[config.mk]
export PLATFORM = sky130hd
export DESIGN_NAME = gba_sound_dma_sched
export DESIGN_NICKNAME = d
export VERILOG_FILES = /design/src/rtl/gba_sound_dma_sched.sv
export SDC_FILE = /design/constraint.sdc
export NUM_CORES = 1
export LEC_CHECK = 0
export CAP_MARGIN = 40
export CORE_MARGIN = 2
export CORE_UTILIZATION = 30
export DETAILED_ROUTE_END_ITERATION = 8
export DONT_BUFFER_PORTS = 1
export PLACE_DENSITY = 0.44
export SYNTH_ARGS = -nofsm -noshare
export SYNTH_HDL_FRONTEND = slang
export SYNTH_SLANG_ARGS = --single-unit
[constraint.sdc]
create_clock -name clk -period 7.25 [get_ports clk]
set_input_delay 1.0875 -clock clk [delete_from_list [all_inputs] [get_ports clk]]
set_output_delay 1.0875 -clock clk [all_outputs]
set_load 0.005 [all_outputs]
[src/rtl/gba_sound_dma_sched.sv]
// Sound-FIFO DMA scheduler: round-robin refill of FIFO A/B with 4-word read/write bursts.
// Deferred pointer reloads keep the active channel's pointer coherent during a burst.
module gba_sound_dma_sched #(
  parameter logic [31:0] FIFO_A_ADR = 32'h040000A0,
  parameter logic [31:0] FIFO_B_ADR = 32'h040000A4
) (
  input  logic        clk,
  input  logic        reset_n,
  input  logic        dma_req_a,
  input  logic        dma_req_b,
  input  logic        en_a,
  input  logic        en_b,
  input  logic        load_a,
  input  logic        load_b,
  input  logic [27:0] src_a,
  input  logic [27:0] src_b,
  output logic        mem_req,
  output logic        mem_wr,
  output logic [31:0] mem_adr,
  output logic [31:0] mem_wdata,
  input  logic [31:0] mem_rdata,
  input  logic        mem_ack,
  output logic        busy,
  output logic        active_b
);

  typedef enum logic [1:0] {StIdle, StRd, StWr} state_e;

  state_e      state_q, state_d;
  logic        pend_a_q, pend_a_d, pend_b_q, pend_b_d;
  logic [1:0]  cnt_q, cnt_d;
  logic [27:0] ptr_a_q, ptr_a_d, ptr_b_q, ptr_b_d;
  logic [31:0] data_q, data_d;
  logic        last_b_q, last_b_d;
  logic        active_b_q, active_b_d;
  logic        dload_a_q, dload_a_d, dload_b_q, dload_b_d;
  logic [27:0] dval_a_q, dval_a_d, dval_b_q, dval_b_d;
  logic        mem_req_q, mem_req_d, mem_wr_q, mem_wr_d;
  logic [31:0] mem_adr_q, mem_adr_d;

  logic act_a, act_b, act_en, eff_a, eff_b, grant_a, grant_b, burst_end;

  always_comb begin
    state_d    = state_q;
    cnt_d      = cnt_q;
    ptr_a_d    = ptr_a_q;
    ptr_b_d    = ptr_b_q;
    data_d     = data_q;
    last_b_d   = last_b_q;
    active_b_d = active_b_q;
    dload_a_d  = dload_a_q;
    dload_b_d  = dload_b_q;
    dval_a_d   = dval_a_q;
    dval_b_d   = dval_b_q;
    grant_a    = 1'b0;
    grant_b    = 1'b0;

    act_a  = (state_q != StIdle) && !active_b_q;
    act_b  = (state_q != StIdle) && active_b_q;
    act_en = active_b_q ? en_b : en_a;
    eff_a  = pend_a_q & en_a;
    eff_b  = pend_b_q & en_b;

    // A load aimed at the channel mid-burst is parked until the burst ends.
    if (load_a) begin
      if (act_a) begin
        dload_a_d = 1'b1;
        dval_a_d  = src_a;
      end else begin
        ptr_a_d = src_a;
      end
    end
    if (load_b) begin
      if (act_b) begin
        dload_b_d = 1'b1;
        dval_b_d  = src_b;
      end else begin
        ptr_b_d = src_b;
      end
    end

    unique case (state_q)
      StIdle: begin
        if (eff_a || eff_b) begin
          grant_b    = (eff_a && eff_b) ? !last_b_q : eff_b;
          grant_a    = !grant_b;
          last_b_d   = grant_b;
          active_b_d = grant_b;
          cnt_d      = 2'd0;
          state_d    = StRd;
        end
      end
      StRd: begin
        if (mem_ack) begin
          data_d = mem_rdata;
          if (active_b_q) ptr_b_d = ptr_b_q + 28'd4;
          else            ptr_a_d = ptr_a_q + 28'd4;
          state_d = act_en ? StWr : StIdle;
        end
      end
      StWr: begin
        if (mem_ack) begin
          cnt_d   = cnt_q + 2'd1;
          state_d = (cnt_q == 2'd3 || !act_en) ? StIdle : StRd;
        end
      end
      default: state_d = StIdle;
    endcase

    burst_end = (state_q != StIdle) && (state_d == StIdle);
    if (burst_end) begin
      if (dload_a_d) ptr_a_d = dval_a_d;
      if (dload_b_d) ptr_b_d = dval_b_d;
      dload_a_d = 1'b0;
      dload_b_d = 1'b0;
    end

    pend_a_d = en_a & ((pend_a_q & ~grant_a) | dma_req_a);
    pend_b_d = en_b & ((pend_b_q & ~grant_b) | dma_req_b);

    mem_req_d = (state_d != StIdle);
    mem_wr_d  = (state_d == StWr);
    mem_adr_d = mem_adr_q;
    if (state_d == StRd) begin
      mem_adr_d = {4'h0, active_b_d ? ptr_b_d : ptr_a_d};
    end else if (state_d == StWr) begin
      mem_adr_d = active_b_d ? FIFO_B_ADR : FIFO_A_ADR;
    end
  end

  always_ff @(posedge clk or negedge reset_n) begin
    if (!reset_n) begin
      state_q    <= StIdle;
      pend_a_q   <= 1'b0;
      pend_b_q   <= 1'b0;
      cnt_q      <= 2'd0;
      ptr_a_q    <= 28'd0;
      ptr_b_q    <= 28'd0;
      data_q     <= 32'd0;
      last_b_q   <= 1'b1;
      active_b_q <= 1'b0;
      dload_a_q  <= 1'b0;
      dload_b_q  <= 1'b0;
      dval_a_q   <= 28'd0;
      dval_b_q   <= 28'd0;
      mem_req_q  <= 1'b0;
      mem_wr_q   <= 1'b0;
      mem_adr_q  <= 32'd0;
    end else begin
      state_q    <= state_d;
      pend_a_q   <= pend_a_d;
      pend_b_q   <= pend_b_d;
      cnt_q      <= cnt_d;
      ptr_a_q    <= ptr_a_d;
      ptr_b_q    <= ptr_b_d;
      data_q     <= data_d;
      last_b_q   <= last_b_d;
      active_b_q <= active_b_d;
      dload_a_q  <= dload_a_d;
      dload_b_q  <= dload_b_d;
      dval_a_q   <= dval_a_d;
      dval_b_q   <= dval_b_d;
      mem_req_q  <= mem_req_d;
      mem_wr_q   <= mem_wr_d;
      mem_adr_q  <= mem_adr_d;
    end
  end

  assign mem_req   = mem_req_q;
  assign mem_wr    = mem_wr_q;
  assign mem_adr   = mem_adr_q;
  assign mem_wdata = data_q;
  assign busy      = (state_q != StIdle);
  assign active_b  = active_b_q;

endmodule

# == Word level (Yosys, flattened, before mapping) ==
# Cells that the tools add are included.
# Widths: inputs -> output; s select.
# word_totals
word_cells,100
ff_bits,188
# classes
n_eq_ne,7
bitwise,10
muxes,45
n_addsub,3
n_reduce_logical,19
# ops
op,n
$mux 28,19
$mux 32,2
$add 28x3->28 const B,2
$mux 1,15
$mux 2,6
$reduce_bool 2->1,4
$and 1x1->1,6
$eq 2x2->1 const B,3
$pmux 2 s3,1
$eq 2x1->1 const B,2
$logic_and 1x1->1,4
$logic_not 1->1,4
$logic_not 2->1,2
$ne 2x2->1 const B,2
$pmux 2 s2,1
$reduce_and 2->1,2
$mux 3,1
$reduce_and 3->1,1
$add 2x1->2 const B,1
$logic_or 1x1->1,2
$not 1->1,2
$or 1x1->1,2

# == Longest topological paths before layout ==
# Gate-level depths: netlist of run 1.
# logic_depth
ltp_word,11
depth_mapped,14
ltp_nobuf,11

# == Worst setup path before layout of run 1 ==
# OpenSTA, ideal clock, no wires.
# synth_timing
path_kind,input-to-reg
from,in mem_ack
to,"reg mem_adr_q[22], in the netlist mem_adr[22]"
setup_slack_ps,3674
n_path_buf,4
t_required_ps,7160
arrival_time_ps,3486
stages,12
cell_sequence,buf_2 > nand3b_1 > or2_2 > o221a_2 > ha_1 > o21ai_1 > or2_2 > clkbuf_1 > clkbuf_1 > buf_1 > nand2_1 > o221ai_1
# synth_between
elab_chain_len,7
word_cells_on_any_way,18
classes_between,eq/ne (2); mux (13); reduce/logical (3)
# synth_lines
item,line,text
from (decl),22,"input logic mem_ack,"
$mux 2 (on tied branches),"102, 94",
$pmux 2 s3,82,unique case (state_q)
$logic_not 2->1,110,burst_end = (state_q != StIdle) && (state_d == StIdle);
$logic_and 1x1->1,110,
$mux 28,111,if (burst_end) begin
$mux 28,125,"mem_adr_d = {4'h0, active_b_d ? ptr_b_d : ptr_a_d};"
$mux 32,124,if (state_d == StRd) begin
to (signal assigned),165,mem_adr_q <= mem_adr_d;
to (decl),39,"logic [31:0] mem_adr_q, mem_adr_d;"
# Parallel ways exist; a longest one is shown, timed or not.
# A chain may end at the register's enable or synchronous reset.

# == Final worst setup path of run 1 ==
# layout_timing
from,reg state_q[1]
to,"reg mem_adr_q[16], in the netlist mem_adr[16]"
# layout_between
elab_chain_len,11
word_cells_on_any_way,40
classes_between,eq/ne (4); mux (29); reduce/logical (7)
# layout_lines
item,line,text
from (decl),29,"state_e state_q, state_d;"
from (signal assigned),133,state_q <= StIdle;
from (signal assigned),150,state_q <= state_d;
$reduce_bool 2->1 (*),n/a,
named net busy,23,"output logic busy,"
$logic_and 1x1->1,59,act_b = (state_q != StIdle) && active_b_q;
$mux 28,74,if (act_b) begin
$mux 28,73,if (load_b) begin
$mux 28,96,if (active_b_q) ptr_b_d = ptr_b_q + 28'd4;
$mux 28,94,if (mem_ack) begin
$mux 28,82,
$mux 28,113,if (dload_b_d) ptr_b_d = dval_b_d;
$mux 28 (*),111,
named net ptr_b_d[16],32,"logic [27:0] ptr_a_q, ptr_a_d, ptr_b_q, ptr_b_d;"
$mux 28 (*),125,
$mux 32 (*),124,
# Mark *: on every way through the listed nets, which the timed path passes. The rest lies on a longest branch.

==> key figures, run 1 <==
Floorplan
  – # rows: 64
  – Die height: 181 µm
  – Die area: 32700 µm²
  – Chip width: 181 µm
  – Initial Util: 30.6%
  – Ports: 165
  – Core Box Area: 30700 µm²

Worst setup path
  – Crit. End Element: flop
  – RR Startpoint: state_q[1]
  – RR Endpoint: mem_adr[16]
  – Setup crit end: mem_adr[16]
  – Worst Path Arrival: approximately 4200 ps
  – Crit path from: state_q[1]
  – FF-to-FF setup slack: ~3400 ps
  – Crit start category: flop
  – Crit path max fanout: 33
  – FF-to-FF path depth: 11
  – WS Path Type: reg2reg
  – Worst EP required: 7630 ps

Timing
  – Max-slew violation count: 0
  – WHS: approximately 360 ps
  – Achievable frequency: ~260 MHz
  – Final hold vios: 0
  – Ratio of final minimum period to clock period: 52.6%
  – Max_slew headroom: 41.4%
  – Post-route setup slack: 3430 ps
  – # setup viols final: 0
  – Tightest Pin Transition: 880 ps
  – RSZ-0062 raised after global routing: no
  – TNS Setup: 0 ps
  – Tmin final: 3820 ps
  – Clk_skew: 11.4 ps

Drt
  – Vias per inst: 5.49
  – Vias: 7088
  – Post-route ant nets: 0
  – DR top layer: met4
  – Metal2 WL: 13.6 mm
  – DR WL met3: between 1.5 and 2 mm
  – Initial DRC count: between 500 and 600
  – Drt pass-1 iters: 5
  – Routed wire length: 29.7 mm
  – DR DRC count: 0
  – Post-DR wirelength/cell: between 20 and 25 µm
  – Met1 WL: 14.0 mm

Pwr
  – Pleak: 4.39 nW
  – Power per standard cell area: roughly 450 nW/µm²
  – Peak supply drop: 0.000181 V
  – Total power: approximately 4.6 mW

Clock network
  – CTS tree: yes
  – TritonCTS Buffers: 17
  – Clock slew at reported path FFs: 70 ps
  – Setup Fix Bufs, Post-CTS: 0
  – PostCTS Resize Cnt: 0
  – Clk_lat worst skew: 440 ps
  – CTS Buffer Depth: 2
  – Clock Tree Root: clkbuf_16
  – Hold-fix buffers, CTS: 0
  – Clock sink count: 184
  – H-Tree Depth: 4

Global route
  – Aggregate global routing overflow: 0
  – Total Routing Usage GR: 18.1%
  – First-pass GRT wire length: 45.2 mm
  – Antenna violations before repair: 1
  – Vias in the first global route: 6828
  – Pin count of the biggest net entering global routing: 185

Place
  – IO buf count: 0
  – Place WS: approximately 3200 ps
  – Dpl hpwl: 21.0 mm
  – Gpl congestion: 0.800

Logic synthesis
  – Post-synth EDFFs: 0
  – Syn Area/Cell: 10.4 µm²
  – Synth Cell Area: about 9400 µm²
  – Sequential share of the synthesized area: 49.0%
  – Primary FF master, synth: dfrtp_1
  – Distinct cells, synth: around 80
  – Post-synthesis cell count: between 900 and 1000
  – YS warnings: 0
  – Synth Register Bits: approximately 180
  – Async SR Flop Fraction: 100%

Run status
  – Status: completed

Final layout
  – Share of cells above drive strength 1: 17.0%
  – Most common library cell in the layout ignoring fill and taps: dfrtp_1
  – Final core utilization: 33.7%
  – Fillcell total: between 3000 and 4000
  – Most frequent cells in the layout: 183 x dfrtp_1, 79 x mux2_2, 74 x nand2_1
  – Syn-to-layout area delta: 10.1%
  – # nets final: 984
  – ANT cells: 0

Worst hold path
  – Hold crit path type: in2async

Run
  – Max cap viols: 0
-- sequential cells by signal, summed over array words and instances (netlist names), 2 cells and up --
name       cells
mem_wdata     32
cnt_q          2
dval_b_q      28
mem_adr       28
ptr_a_q       28
ptr_b_q       28
state_q        2
dval_a_q      28
-- cells in the mapped netlist (all sizes together), types with 12 or more instances --
| cell | count | area share (%) |
|---|---|---|
| dfrtp | 183 | 49 |
| mux2 | 79 | 9.5 |
| nand2 | 74 | 3.0 |
| nor2 | 58 | 2.3 |
| nand3 | 41 | 2.2 |
| inv | 40 | 1.6 |
| clkbuf | 31 | 1.3 |
| mux2i | 31 | 3.3 |
| a21oi | 28 | 1.6 |
| o21ai | 28 | 1.5 |
| buf | 27 | 1.7 |
| and3 | 21 | 1.4 |
| nand4 | 20 | 1.3 |
| a31oi | 16 | 1.1 |
| nor3 | 12 | 0.69 |
-- stage by stage --
| stage | std cells | cell area [µm²] |
|---|---|---|
| final | 1290 | 10300 |
| after global routing | 1290 | 10300 |
| after CTS | 1290 | 10300 |
| after detailed placement | 1258 | 9770 |
| after global placement | 1257 | 9760 |
| after floorplan | 904 | 9400 |
-- logic make-up (layout without fill, tap and decap cells) --
logic type | count (synthesis) | after routing | share of synthesized area [%]
other | 1 | 4 | 0.0399
and+or+nand+nor | 287 | 287 | 15.8
AOI/OAI and AO/OA | 204 | 204 | 16.0
buffers and inverters | 98 | 88 | 4.50
xor gates and xnor gates | 11 | 11 | 1.03
muxes | 110 | 110 | 12.8
DFF | 184 | 184 | 49.0
adders and majority gates | 6 | 6 | 0.799
-- routing by layer --
| metal | vias up | track usage (%) |
|---|---|---|
| met3 | 26 | 4.50 |
| met4 | 0 | 4.86 |
| li1 | 3294 | - |
| met5 | - | 0 |
| met1 | 3560 | 25.4 |
| met2 | 208 | 27.7 |
-- report_power, final --
group / switching, mW / internal (mW) / leakage, nW
logic: 1.05 / 0.737 / 1.90
registers: 0.406 / 1.52 / 2.22
clock network: 0.436 / 0.485 / 0.269
total: 1.89 / 2.74 / 4.39
-- critical path, cell delays in order, from the launching register on --
cell      delay (ps)
dfrtp_1          570
nor2_1           370
inv_1            220
a21o_1           290
o221a_2          180
ha_1             230
o21ai_1           80
buf_4            230
or2_2            620
nor2_1            80
a221oi_1         640
a221o_1          250
-- how the worst min path moves through the flow --
stage,from,slack [ps],to,cells after the start
2_1_floorplan,dval_b_q[8],450,dval_b_q[8],2
3_3_place_gp,dval_b_q[8],470,dval_b_q[8],2
3_5_place_dp,dval_b_q[8],470,dval_b_q[8],2
4_1_cts,reset_n,330,ptr_a_q[24],0
5_1_grt,reset_n,330,mem_wdata[29],0
6_report,reset_n,360,mem_wdata[29],0
-- cell type report --
cell class	count	area, µm²	area share, %
Sequential cell	184	4610	44.6
Clock inverter	14	124	1.20
Tap cell	396	495	4.79
Clock buffer	18	439	4.25
Multi-Input combinational cell	622	4400	42.5
Inverter	40	150	1.45
Timing Repair Buffer	16	124	1.20
Note: power is estimated with default switching activity, not from simulation.
==> inputs of run 2 (changes only) <==
==> constraint.sdc (replaced) <==
create_clock -name clk -period 3.9 [get_ports clk]
set_input_delay 0.585 -clock clk [delete_from_list [all_inputs] [get_ports clk]]
set_output_delay 0.585 -clock clk [all_outputs]
set_load 0.005 [all_outputs]
==> key figures, run 2 (same netlist as run 1, synthesis figures left out) <==
Run status
  – Status: finished, violations left
  – Failing checks: hold timing

Floorplan
  – Die height: about 180 µm
  – Die area: 32700 µm²
  – Initial Util: around 30%
  – Core Box Area: 30700 µm²
  – Ports: 165
  – Chip width: 181 µm
  – # rows: between 60 and 70

Worst hold path
  – Hold crit path type: in2async

Clock network
  – CTS tree: yes
  – Clock sink count: 184
  – Clock slew at reported path FFs: about 80 ps
  – H-Tree Depth: 4
  – TritonCTS Buffers: 17
  – Clock Tree Root: clkbuf_16
  – Clk_lat worst skew: around 460 ps
  – CTS Buffer Depth: 2

Global route
  – First-pass GRT wire length: 46.2 mm
  – Total Routing Usage GR: a little under a fifth
  – Vias in the first global route: 6954
  – Pin count of the biggest net entering global routing: 185
  – Antenna violations before repair: 1
  – Aggregate global routing overflow: 0

Worst setup path
  – Worst EP required: 4300 ps
  – FF-to-FF path depth: 12
  – RR Endpoint: mem_adr[6]
  – Crit path max fanout: 15
  – Most Frequent Cell on Critical Path: buf_4
  – Crit. End Element: flop
  – WP buf/inv: 4
  – WS Path Type: reg2reg
  – Worst Path Arrival: 3630 ps
  – Worst path cell trace: buf_4 > nand3b_1 > or2_2 > o221a_2 > ha_1 > o21ai_1 > buf_4 > a21oi_2 > buf_4 > buf_4 > o31ai_1 > a211o_1
  – Crit start category: flop
  – Top cell family by delay on the critical path: compound AO/OA/AOI/OAI gates
  – RR Startpoint: state_q[0]
  – FF-to-FF setup slack: 670 ps
  – CP Depth: 12
  – Slowest-stage cell, CP: o31ai_1
  – CP peak stage delay: ~520 ps

Drt
  – Drt pass-1 iters: 5
  – Routed wire length: about 30 mm
  – Post-route ant nets: 0
  – Vias per inst: roughly 5.5
  – Initial DRC count: ~590
  – Post-DR wirelength/cell: 22.9 µm
  – Vias: 7135
  – DR DRC count: 0

Timing
  – Final hold vios: 183
  – Max-slew violation count: 0
  – Max_slew headroom: between 40% and 50%
  – WHS: -178 ps
  – Clk_skew: 19.2 ps
  – Achievable frequency: 310 MHz
  – RSZ-0062 raised after global routing: no
  – TNS Setup: 0 ps
  – Tmin final: 3230 ps
  – Post-route setup slack: 673 ps
  – Tightest Pin Transition: 827 ps
  – Ratio of final minimum period to clock period: 82.8%
  – # setup viols final: 0

Place
  – IO buf count: 0
  – Gpl congestion: 0.838
  – Placed insts: around 1300
  – Dpl hpwl: between 20 and 25 mm
  – Place WS: 588 ps

Final layout
  – Final core utilization: 34.1%
  – ANT cells: 0
  – Post-route insts no fill: 1300
  – Fillcell total: 3100
  – # nets final: 994
  – Most common library cell in the layout ignoring fill and taps: dfrtp_1
  – Share of cells above drive strength 1: 17.9%
  – Max reg flops: 32
  – Syn-to-layout area delta: 11.4%
  – Most frequent cells in the layout: 183 x dfrtp_1, 79 x mux2_2, 74 x nand2_1

Run
  – Max cap viols: 0

Pwr
  – Power per standard cell area: around 840 nW/µm²
  – Peak supply drop: between 0.0003 and 0.0004 V
  – Pleak: 4.46 nW
[run 2: cell types whose count changed in the layout (fill, tap and decap cells not counted), sizes merged]
| cell | delta |
|---|---|
| clkinv | -3 |
| clkinvlp | -2 |
| buf | +10 |
| inv | +5 |
[run 2: cell type report]
| class | instances | area (µm²) | area share [%] |
|---|---|---|---|
| sequential | 184 | 4610 | 44.0 |
| multi-input combinational | 622 | 4400 | 42.0 |
| tap | 396 | 495 | 4.74 |
| clock buffer | 18 | 439 | 4.20 |
| timing repair buffer | 26 | 220 | 2.11 |
| clock inverter | 14 | 153 | 1.46 |
| inverter | 40 | 150 | 1.44 |
[run 2: worst reg2reg max path: stages, from the launching register on]
cell	delay, ps
dfrtp_1	390
buf_4	190
nand3b_1	220
or2_2	300
o221a_2	280
ha_1	240
o21ai_1	80
buf_4	220
a21oi_2	140
buf_4	220
buf_4	190
o31ai_1	520
a211o_1	200
[run 2: worst max path at each step]
| stage | startpoint | end |
|---|---|---|
| floorplan | active_b | mem_adr[22] |
| global placement | en_b | mem_adr[15] |
| detailed placement | en_b | mem_adr[15] |
| CTS | state_q[1] | mem_adr[15] |
| global route | state_q[0] | mem_adr[6] |
| finish | state_q[0] | mem_adr[6] |
[run 2: report_power, final]
| group | leakage, nW | switching, mW | internal [mW] |
|---|---|---|---|
| Combinational | 1.96 | 2.00 | 1.43 |
| Clock | 0.287 | 0.876 | 0.927 |
| Sequential | 2.22 | 0.735 | 2.82 |
[run 2: layer usage]
layer	vias to the layer above	share of wire (%)	wire length [µm]	track usage (%)
met3	20	6.5	1940	4.90
met4	0	1.3	376	4.70
li1	3310	-	-	-
met5	-	0	0	0
met2	174	47	13900	28.2
met1	3631	46	13600	25.8
[run 2: repair_timing]
item,4_1_cts,5_1_grt
setup buffers,0,0
endpoints found under the hold margin,183,184
resized for setup,0,0
[run 2: metrics by stage]
stage	power, mW	cell area [µm²]
final	8.79	10500
after global routing	9.40	10500
after global placement	7.03	9870
after detailed placement	7.03	9870
after floorplan	5.81	9400
after CTS	8.85	10500
==> inputs of run 3 (changes only) <==
==> constraint.sdc (replaced) <==
create_clock -name clk -period 3.4 [get_ports clk]
set_input_delay 0.51 -clock clk [delete_from_list [all_inputs] [get_ports clk]]
set_output_delay 0.51 -clock clk [all_outputs]
set_load 0.005 [all_outputs]
==> key figures, run 3 (same netlist as run 1, synthesis figures left out) <==
Timing
  – Ratio of final minimum period to clock period: 91.5%
  – RSZ-0062 raised after global routing: no
  – WHS: -238 ps
  – Tightest Pin Transition: 682 ps
  – Max-slew violation count: 0
  – Achievable frequency: approximately 320 MHz
  – Clk_skew: 19.7 ps
  – Tmin final: 3110 ps
  – Max_slew headroom: 54.2%
  – TNS Setup: 0 ps
  – # setup viols final: 0
  – Final hold vios: 183

Final layout
  – Sequential cell area: 4610 µm²
  – # nets final: 1003
  – Area of the multi-input gates: 4400 µm²
  – Fillcell total: roughly 3100
  – ANT cells: 0
  – Share of cells above drive strength 1: 18.6%
  – Most frequent cells in the layout: 183 x dfrtp_1, 79 x mux2_2, 74 x nand2_1
  – Design area: between 10000 and 15000 µm²
  – Max reg flops: 32
  – Final core utilization: 34.2%
  – Syn-to-layout area delta: 11.6%
  – Most common library cell in the layout ignoring fill and taps: dfrtp_1

Worst setup path
  – Worst Path Arrival: 3440 ps
  – Worst EP required: 3730 ps
  – Crit path max fanout: 21
  – Crit start category: flop
  – WS Path Type: reg2reg
  – Crit. End Element: flop
  – FF-to-FF setup slack: about 290 ps

Global route
  – First-pass GRT wire length: 45.5 mm
  – Total Routing Usage GR: 18.2%
  – Pin count of the biggest net entering global routing: 185
  – Vias in the first global route: roughly 7000
  – Grt met2 use: between 20 and 30%
  – Antenna violations before repair: 0
  – M1 GR Usage: 25.3%
  – Grt peak-use layer: met2
  – GRT met3 Usage: under 10%
  – Aggregate global routing overflow: 0

Floorplan
  – Die height: 181 µm
  – Ports: 165
  – Initial Util: 30.6%
  – Core Box Area: 30700 µm²
  – Die area: about 33000 µm²
  – Chip width: 181 µm
  – # rows: 64

Place
  – Dpl cell area: 9940 µm²
  – Gpl congestion: 0.832
  – Dpl hpwl: 21.8 mm
  – IO buf count: 0

Clock network
  – Setup Fix Bufs, Post-CTS: 0
  – H-Tree Depth: 4
  – Clock slew at reported path FFs: 80 ps
  – Clk_lat worst skew: 450 ps
  – CTS Buffer Depth: 2
  – PostCTS Resize Cnt: 0
  – TritonCTS Buffers: 17
  – CTS tree: yes
  – Clock sink count: 184
  – Clock Tree Root: clkbuf_16

Run
  – Max cap viols: 0

Drt
  – DR DRC count: 0
  – Initial DRC count: 576
  – Routed wire length: 29.8 mm
  – Post-route ant nets: 0
  – Drt pass-1 iters: 5
  – Post-DR wirelength/cell: 22.8 µm
  – Vias per inst: 5.37
  – Vias: 7027

Pwr
  – Peak supply drop: around 0.00034 V
  – Total power: 9.96 mW
  – Pleak: 4.46 nW
  – Power per standard cell area: 951 nW/µm²

Worst hold path
  – Hold crit path type: in2async

Run status
  – Failing checks: hold timing
  – Status: finished, violations left
[run 3: changes by cell type in the layout (fill, tap and decap cells not counted)]
cell / before / now
buf_4: 24 / 33
clkinvlp_4: 2 / 7
inv_8: 3 / 1
bufinv_16: 1 / 0
clkbuf_8: 1 / 0
clkinv_2: 1 / 0
clkinv_8: 1 / 0
[run 3: path summary, 6_finish.rpt]
path                            cells after the start            to        start
worst max register to register                      9    mem_adr[8]   state_q[1]
worst min register to register                      2   dval_a_q[8]  dval_a_q[8]
min in group clk                                    1  dval_a_q[22]    src_a[22]
worst min-delay path                                0  dval_a_q[22]      reset_n
max in group asynchronous                           0   dval_b_q[5]      reset_n
worst max-delay path                                9    mem_adr[8]   state_q[1]
[run 3: area by class of cell]
type	instances	share of cell area, %
flip-flops and latches	184	44.0
multi-input cells	622	42.0
inverters	40	1.43
well taps	396	4.73
repair buffers	35	2.75
clock buffers	17	4.06
clock inverters	14	1.11
[run 3: where the power goes]
part           switching [mW]  internal [mW]
clock network           0.961          0.949
registers               0.836           3.23
logic                    2.29           1.69
[run 3: critical path, cell delays in order, from the launching register on]
cell and delay [ps]:
dfrtp_1 510, nand3b_1 190, or2_2 310, o221a_2 280, ha_1 240, o21ai_1 80, buf_4 230, or2_2 420
o21ai_0 350, a221o_1 390
[run 3: stage by stage]
stage | cells | setup slack (ps)
finish | 1308 | 289
global route | 1308 | 68.3
CTS | 1308 | 300
detailed placement | 1277 | 318
global placement | 1277 | 326
floorplan | 904 | 225
[run 3: per-layer routing]
metal  vias to the layer above  wire length (µm)  share of wire, %
li1                       3333                 -                 -
met1                      3523             13800                46
met2                       145             13700                46
met3                        26              1760               5.9
met4                         0               464               1.6
met5                         -                 0                 0
